==> config.mk <==
export PLATFORM = sky130hd
export DESIGN_NAME = tremolo
export DESIGN_NICKNAME = d
export VERILOG_FILES = /design/src/rtl/trem_pkg.sv /design/src/rtl/trem_lfo.sv /design/src/rtl/tremolo.sv
export SDC_FILE = /design/constraint.sdc
export NUM_CORES = 1
export LEC_CHECK = 0
export BUFFER_PORTS_ARGS = -buffer_cell sky130_fd_sc_hd__buf_2
export CAP_MARGIN = 20
export CORE_MARGIN = 3
export CORE_UTILIZATION = 60
export CTS_CLUSTER_SIZE = 20
export DETAILED_ROUTE_END_ITERATION = 7
export PLACE_DENSITY = 0.85
export SLEW_MARGIN = 20
export SYNTH_ARGS = -nofsm -noshare
export SYNTH_HDL_FRONTEND = slang
export SYNTH_SLANG_ARGS = --single-unit
==> constraint.sdc <==
create_clock -name clk_48 -period 6.5 [get_ports clk_48]
set_clock_uncertainty 0.15 [all_clocks]
set_input_delay 0.975 -clock clk_48 [delete_from_list [all_inputs] [get_ports clk_48]]
set_output_delay 0.975 -clock clk_48 [all_outputs]
set_load 0.02 [all_outputs]
==> src/rtl/trem_pkg.sv <==
// trem_pkg: shared constants and types for the tremolo stage.
package trem_pkg;
  localparam int DATA_W    = 32;
  localparam int GAIN_BITS = 6;
  localparam int GAIN_MIN  = 32;
  localparam int DIV_BASE  = 126;
  localparam int G_W       = GAIN_BITS + 1;
  localparam int CNT_W     = 10;
  localparam logic [CNT_W-1:0] DIV_R3 = CNT_W'(DIV_BASE);
  localparam logic [CNT_W-1:0] DIV_R2 = CNT_W'(2 * DIV_BASE);
  localparam logic [CNT_W-1:0] DIV_R1 = CNT_W'(4 * DIV_BASE);
  localparam logic [CNT_W-1:0] DIV_R0 = CNT_W'(8 * DIV_BASE);
  typedef enum logic {UP, DOWN} dir_e;
endpackage

==> src/rtl/trem_lfo.sv <==
// trem_lfo: prescaled triangle-wave gain between GAIN_MIN and unity.
module trem_lfo
  import trem_pkg::*;
(
  input  logic           clk_48,
  input  logic           rst_n,
  input  logic [3:0]     options,
  input  logic           hold,
  output logic [G_W-1:0] g
);
  localparam logic [G_W-1:0] G_MAX = G_W'(1 << GAIN_BITS);
  localparam logic [G_W-1:0] G_LO  = G_W'(GAIN_MIN);
  logic [CNT_W-1:0] cnt_q, cnt_d, div;
  logic [G_W-1:0]   g_q, g_d;
  dir_e             dir_q, dir_d;
  logic             step;
  always_comb begin
    div   = options[3] ? DIV_R3 : options[2] ? DIV_R2 : options[1] ? DIV_R1 :
            options[0] ? DIV_R0 : '0;
    step  = (div != '0) && (cnt_q >= div - 1'b1);
    cnt_d = hold ? '0 : (div == '0) ? cnt_q : step ? '0 : cnt_q + 1'b1;
    g_d   = hold ? G_MAX : !step ? g_q : (dir_q == DOWN) ? g_q - 1'b1 : g_q + 1'b1;
    dir_d = hold ? DOWN : (g_d == G_LO) ? UP : (g_d == G_MAX) ? DOWN : dir_q;
  end
  always_ff @(posedge clk_48 or negedge rst_n) begin
    if (!rst_n) begin
      cnt_q <= '0;
      g_q   <= G_MAX;
      dir_q <= DOWN;
    end else begin
      cnt_q <= cnt_d;
      g_q   <= g_d;
      dir_q <= dir_d;
    end
  end
  assign g = g_q;
endmodule

==> src/rtl/tremolo.sv <==
// tremolo: scales each sample by the LFO gain, or passes it through when bypassed.
module tremolo
  import trem_pkg::*;
#(
  parameter int DW = DATA_W
) (
  input  logic                 clk_48,
  input  logic                 rst_n,
  input  logic signed [DW-1:0] x,
  input  logic [3:0]           options,
  input  logic [3:0]           en,
  output logic signed [DW-1:0] y
);
  logic [G_W-1:0]        g;
  logic signed [DW+7:0]  xe, ge, prod;
  logic signed [DW-1:0]  y_q, y_d;
  logic                  unused_en;
  assign unused_en = ^{en[3:2], en[0]};
  trem_lfo u_lfo (
    .clk_48  (clk_48),
    .rst_n   (rst_n),
    .options (options),
    .hold    (!en[1]),
    .g       (g)
  );
  // gain is zero-extended so unity (64) stays positive in the signed multiply
  always_comb begin
    xe   = (DW+8)'(x);
    ge   = (DW+8)'({1'b0, g});
    prod = xe * ge;
    y_d  = en[1] ? DW'(prod >>> GAIN_BITS) : x;
  end
  always_ff @(posedge clk_48 or negedge rst_n) begin
    if (!rst_n) y_q <= '0;
    else        y_q <= y_d;
  end
  assign y = y_q;
endmodule

Yosys cells after proc, flatten, opt, wreduce, memory -nomap -nowiden

Cells that the tools add are included.
W data, S select, Z words.

Word-level logic and storage cells: 31
Register bits after elaboration: 50
Output and inout port bits: 32

Magnitude comparators: 1
Multiplexer cells: 14
Multipliers: 1
$add $sub $neg: 4
Eq/ne operators: 4
Reduce and logical (&&, ||, !) cells: 3

Operators by type and width:

| cell                    | count |
|---|---|
| $mux W10                | 7 |
| $mul A32 B8 Y38         | 1 |
| $mux W32                | 1 |
| $mux W7                 | 3 |
| $add A10 B1 Y10 const B | 1 |
| $ge A10 B10 Y1          | 1 |
| $logic_not A10 Y1       | 1 |
| $reduce_bool A10 Y1     | 1 |
| $sub A10 B1 Y10 const B | 1 |
| $add A7 B1 Y7 const B   | 1 |
| $eq A7 B6 Y1 const B    | 1 |
| $eq A7 B7 Y1 const B    | 1 |
| $sub A7 B1 Y7 const B   | 1 |
| $mux W1                 | 3 |
| $ne A3 B1 Y1 const B    | 1 |
| $ne A2 B2 Y1 const B    | 1 |
| $logic_and A1 B1 Y1     | 1 |

Logic depth before layout (Yosys ltp)

Depth in word-level cells: 13
Gate-level depth with buffers: 19
Mapped depth without buffers: 18

By module

A second synthesis with hierarchy kept.

Cells, all modules: 1,084
Area total of the unflattened synthesis: 9,988.3 µm²

By module, submodules not included:

| module   | sequential area each (µm²) | instances | cells an instance | area each (µm²) |
|---|---|---|---|---|
| tremolo  | 800.8                      | 1         | 923               | 8,575.7 |
| trem_lfo | 452.9                      | 1         | 161               | 1,412.6 |

Worst setup path before layout

No wires, ideal clock.

Kind: input to register
Start: input x[6]
End: register y_q[31] (netlist: y[31])
Required time: 6.225 ns
Arrival: 5.418 ns
Buffers on the path: 0
Stages: 17
Setup slack: 0.808 ns
Setup time: 0.125 ns
Cell sequence: nand2_1 fa_1 inv_1 fa_1 fa_1 inv_1 fa_1 inv_1 ha_1 nand2_1 or4_4 o211a_4 o311a_1 a21boi_2 a31oi_1 xnor2_1 mux2_2

Cells in the longest elaborated chain, start to end: 2

RTL lines:

| item                 | RTL line      | text |
|---|---|---|
| start, declared      | tremolo.sv:9  | `input logic signed [DW-1:0] x,` |
| $mul A32 B8 Y38      | tremolo.sv:30 | `prod = xe * ge;` |
| $mux W32             | tremolo.sv:31 | `y_d = en[1] ? DW'(prod >>> GAIN_BITS) : x;` |
| via y_d[31]          | tremolo.sv:16 | `logic signed [DW-1:0] y_q, y_d;` |
| end signal, assigned | tremolo.sv:35 | `else y_q <= y_d;` |
| end, declared        | tremolo.sv:16 |  |

The timed path passes the listed nets, and every way through them passes these cells.
A chain may end at the register's enable or synchronous reset.

Worst setup path in the final report

Same ends and word-level chain as after synthesis.

==> qor.yml <==
run_status: "complete, no violations"
rr_startpoint: "u_lfo.g[4]"
floorplan.io_pins: 74
drc: 0
hold_violations: 0
globalRouteOverflowTotal: 0
post_cts_setup_buffer_count: 0
place.gp.congestion: 0.855
maxSlewHeadroom_pct: 36.2
cts.path.max_buffers: 2
global_route_total_usage_across_every_layer_pct: 25.7
cts_sinks: 50
ys.flop_type: "sky130_fd_sc_hd__dfrtp_1"
vdd_drop_max_v: 0.0000934
synth_enable_flop_cells: 0
timing_max_transition_violations_final: 0
post_cts.resized_instances: 0
grt_start_max_net_pins: 51
synth-adder-area-share_pct: 43.9
die_ar_um2: 18100
setup.worst_path.class: "in2reg"
layout.cells.most_common_list: "sky130_fd_sc_hd__inv_1 (204), sky130_fd_sc_hd__and2_1 (187), sky130_fd_sc_hd__fa_1 (161)"
regToRegSetupSlack_ps: 550
setup-tns-final_ps: 0
viasPerCell: 5.60
setup.worst_path.end: "y[31]"
synth_async_sr_flop_share_pct: 100
maxCapViolations: 0
hold_class: "reg2reg"
detailed_place.area_um2: 10500
reg2regPathDepth: 17
route.detailed.wl_per_inst_um: 16.2
rsz0062_at_grt: "false"
grt_pass1_wl_mm: 37.5
number_of_buffers_inserted_by_port_buffering: 70
synth-compound-area-share_pct: 8.43
synth.yosys.warnings: 0
fraction_of_the_cycle_the_final_worst_path_needs_pct: 92.4
detail_route.iter0.violations: 422
synthesis.instances: 1065
final_util_pct: 66.5
tritoncts: "built"
worstPathMaxFanout: 8
destination_of_the_worst_register_to_register_timing_path: "y[31]"
leakagePower_nw: 5.70
final_common_cell: "sky130_fd_sc_hd__inv_1"
numCtsBuffers: 5
latest_clock_arrival_within_the_worst_skew_pair_ps: 310
ant_nets: 0
critical_path_origin: "x[6]"
synthToLayoutAreaGrowth_pct: 7.53
powerDensity_nw_per_um2: 81.9
cts_root_buffer: "sky130_fd_sc_hd__clkbuf_16"
rows: 46
critPathArrivalTime_ps: 6050
synth_sequential_area_ratio_pct: 12.7
floorplan.core_area_um2: 16000
number_of_antenna_violations_at_the_first_check_in_global_routing: 0
timing_worst_slew_pin_value_ps: 957
ctsHtreeMaxLevel: 2
worst_hold_startpoint: "u_lfo.cnt_q[6]"
critPathLaunchType: "input port"
layout_cell_share_with_drive_strength_beyond_1_pct: 11.5
setup_violations: 0
ys_seq_elements: 50
floorplan.initialDensity_pct: 61.9
finalNetCount: 1415
capturing_element_type_of_the_critical_path: "register"
router_iterations_before_antenna_repair: 5
yosys.cell_types.count: 61
critical_path_required_ps: 6540
first_global_vias: 8057
period_needed_ps: 6010
synth_xor_xnor_area_share_pct: 4.07
wirelength_mm: 21.7
hpwl_mm: 17.0
via_count: 7494
finish.instance_area_um2: 10600
clk_pin_slew_worst_paths_ps: 70
synth_simple_gate_area_share_pct: 18.4
syn_area_um2: 9900
antenna_cells_inserted: 0
achievable-frequency_mhz: 166
synth_area_per_cell_um2: 9.30
dieWidth_um: 134
cts.hold.buffers_added: 0
post_synthesis_mux_area_share_pct: 3.48
die_y_um: 134
synth_top_family_by_area: "adder cells"
==> final cells by class <==
| class | count | area (um^2) |
|---|---|---|
| Multi-Input combinational cell | 781 | 7760 |
| Clock inverter | 3 | 43.8 |
| Tap cell | 216 | 270 |
| Inverter | 204 | 766 |
| Sequential cell | 50 | 1250 |
| Fill cell | 1275 | 5360 |
| Timing Repair Buffer | 80 | 425 |
| Clock buffer | 5 | 125 |
==> per-stage QoR <==
stage | hold WS (ps) | setup slack (ps) | power [mW] | std cells
CTS | 391 | 496 | 0.884 | 1339
global placement | 368 | 243 | 0.554 | 1331
floorplan | 344 | 808 | 0.475 | 1066
global route | 414 | 319 | 0.922 | 1339
finish | 391 | 493 | 0.872 | 1339
detailed placement | 381 | 170 | 0.560 | 1331
==> power breakdown <==
group	total, mW	switching [mW]	internal, mW	leakage (nW)
logic	0.219	0.136	0.0832	5.00
registers	0.334	0.00589	0.328	0.616
clock network	0.319	0.136	0.183	0.0842
==> Yosys cell counts, types with 3 or more instances <==
cell type,n,area (um^2)
sky130_fd_sc_hd__nor2b_1,4,25.0
sky130_fd_sc_hd__a211oi_1,3,22.5
sky130_fd_sc_hd__xor2_1,20,175
sky130_fd_sc_hd__inv_1,204,766
sky130_fd_sc_hd__fa_1,161,3220
sky130_fd_sc_hd__nand2b_1,6,37.5
sky130_fd_sc_hd__a21o_1,19,143
sky130_fd_sc_hd__ha_1,90,1130
sky130_fd_sc_hd__nor2_1,27,101
sky130_fd_sc_hd__and3_1,8,50.1
sky130_fd_sc_hd__nand2_1,61,229
sky130_fd_sc_hd__clkbuf_1,29,109
sky130_fd_sc_hd__o21ai_0,30,150
sky130_fd_sc_hd__a31oi_1,6,37.5
sky130_fd_sc_hd__mux2i_1,4,40.0
sky130_fd_sc_hd__mux2_2,27,304
sky130_fd_sc_hd__a21oi_1,28,140
sky130_fd_sc_hd__nor3_1,6,30.0
sky130_fd_sc_hd__and2_1,187,1170
sky130_fd_sc_hd__o21bai_1,4,30.0
sky130_fd_sc_hd__a311o_1,3,30.0
sky130_fd_sc_hd__xnor2_1,26,228
sky130_fd_sc_hd__a211o_1,3,26.3
sky130_fd_sc_hd__nand4_1,4,25.0
sky130_fd_sc_hd__nand3_1,11,55.1
sky130_fd_sc_hd__or3_1,4,25.0
sky130_fd_sc_hd__a31o_2,3,26.3
sky130_fd_sc_hd__dfrtp_1,48,1200
==> routing by layer <==
metal / vias to the layer above / GRT usage (%) / routed length (um) / part of all wire (%)
met3: 45 / 3.17 / 1140 / 5.3
li1: 3441 / - / - / -
met2: 248 / 45.9 / 11300 / 52
met1: 3760 / 32.3 / 8680 / 40
met5: - / 0 / 0 / 0
met4: 0 / 8.99 / 648 / 3.0
==> kinds of logic (layout without fill, tap and decap cells) <==
| logic type | Yosys count | in the layout |
|---|---|---|
| AND/OR/NAND/NOR | 327 | 327 |
| adder cells (fa/ha/maj) | 251 | 251 |
| buffers and inverters | 235 | 292 |
| AO/OA/AOI/OAI | 124 | 124 |
| flip-flops | 50 | 50 |
| XOR/XNOR | 46 | 46 |
| multiplexers | 31 | 31 |
| other | 1 | 2 |
==> how the worst min path moves through the flow <==
stage,endpoint,slack (ps),cells after the start
global route,u_lfo.cnt_q[6],410,1
finish,u_lfo.cnt_q[6],390,1
detailed placement,u_lfo.cnt_q[6],380,1
global placement,u_lfo.cnt_q[6],370,1
CTS,u_lfo.cnt_q[6],390,1
floorplan,u_lfo.cnt_q[1],340,2
==> registers in the layout, summed over array words and instances (netlist names) <==
register	flops
y	32
u_lfo.cnt_q	10
u_lfo.g	7
u_lfo.dir_q	1
==> worst max-delay path, stage by stage <==
cell and delay [ps]:
sky130_fd_sc_hd__buf_2 160, sky130_fd_sc_hd__nand2_1 100, sky130_fd_sc_hd__fa_1 560, sky130_fd_sc_hd__inv_1 50, sky130_fd_sc_hd__fa_1 480, sky130_fd_sc_hd__fa_1 570, sky130_fd_sc_hd__inv_1 60, sky130_fd_sc_hd__fa_1 540
sky130_fd_sc_hd__inv_1 40, sky130_fd_sc_hd__ha_1 330, sky130_fd_sc_hd__nand2_1 90, sky130_fd_sc_hd__or4_4 550, sky130_fd_sc_hd__o211a_4 300, sky130_fd_sc_hd__o311a_1 350, sky130_fd_sc_hd__a21boi_2 330, sky130_fd_sc_hd__a31oi_1 160
sky130_fd_sc_hd__xnor2_1 140, sky130_fd_sc_hd__mux2_2 260
No activity file was read; power rests on OpenSTA's default activity.
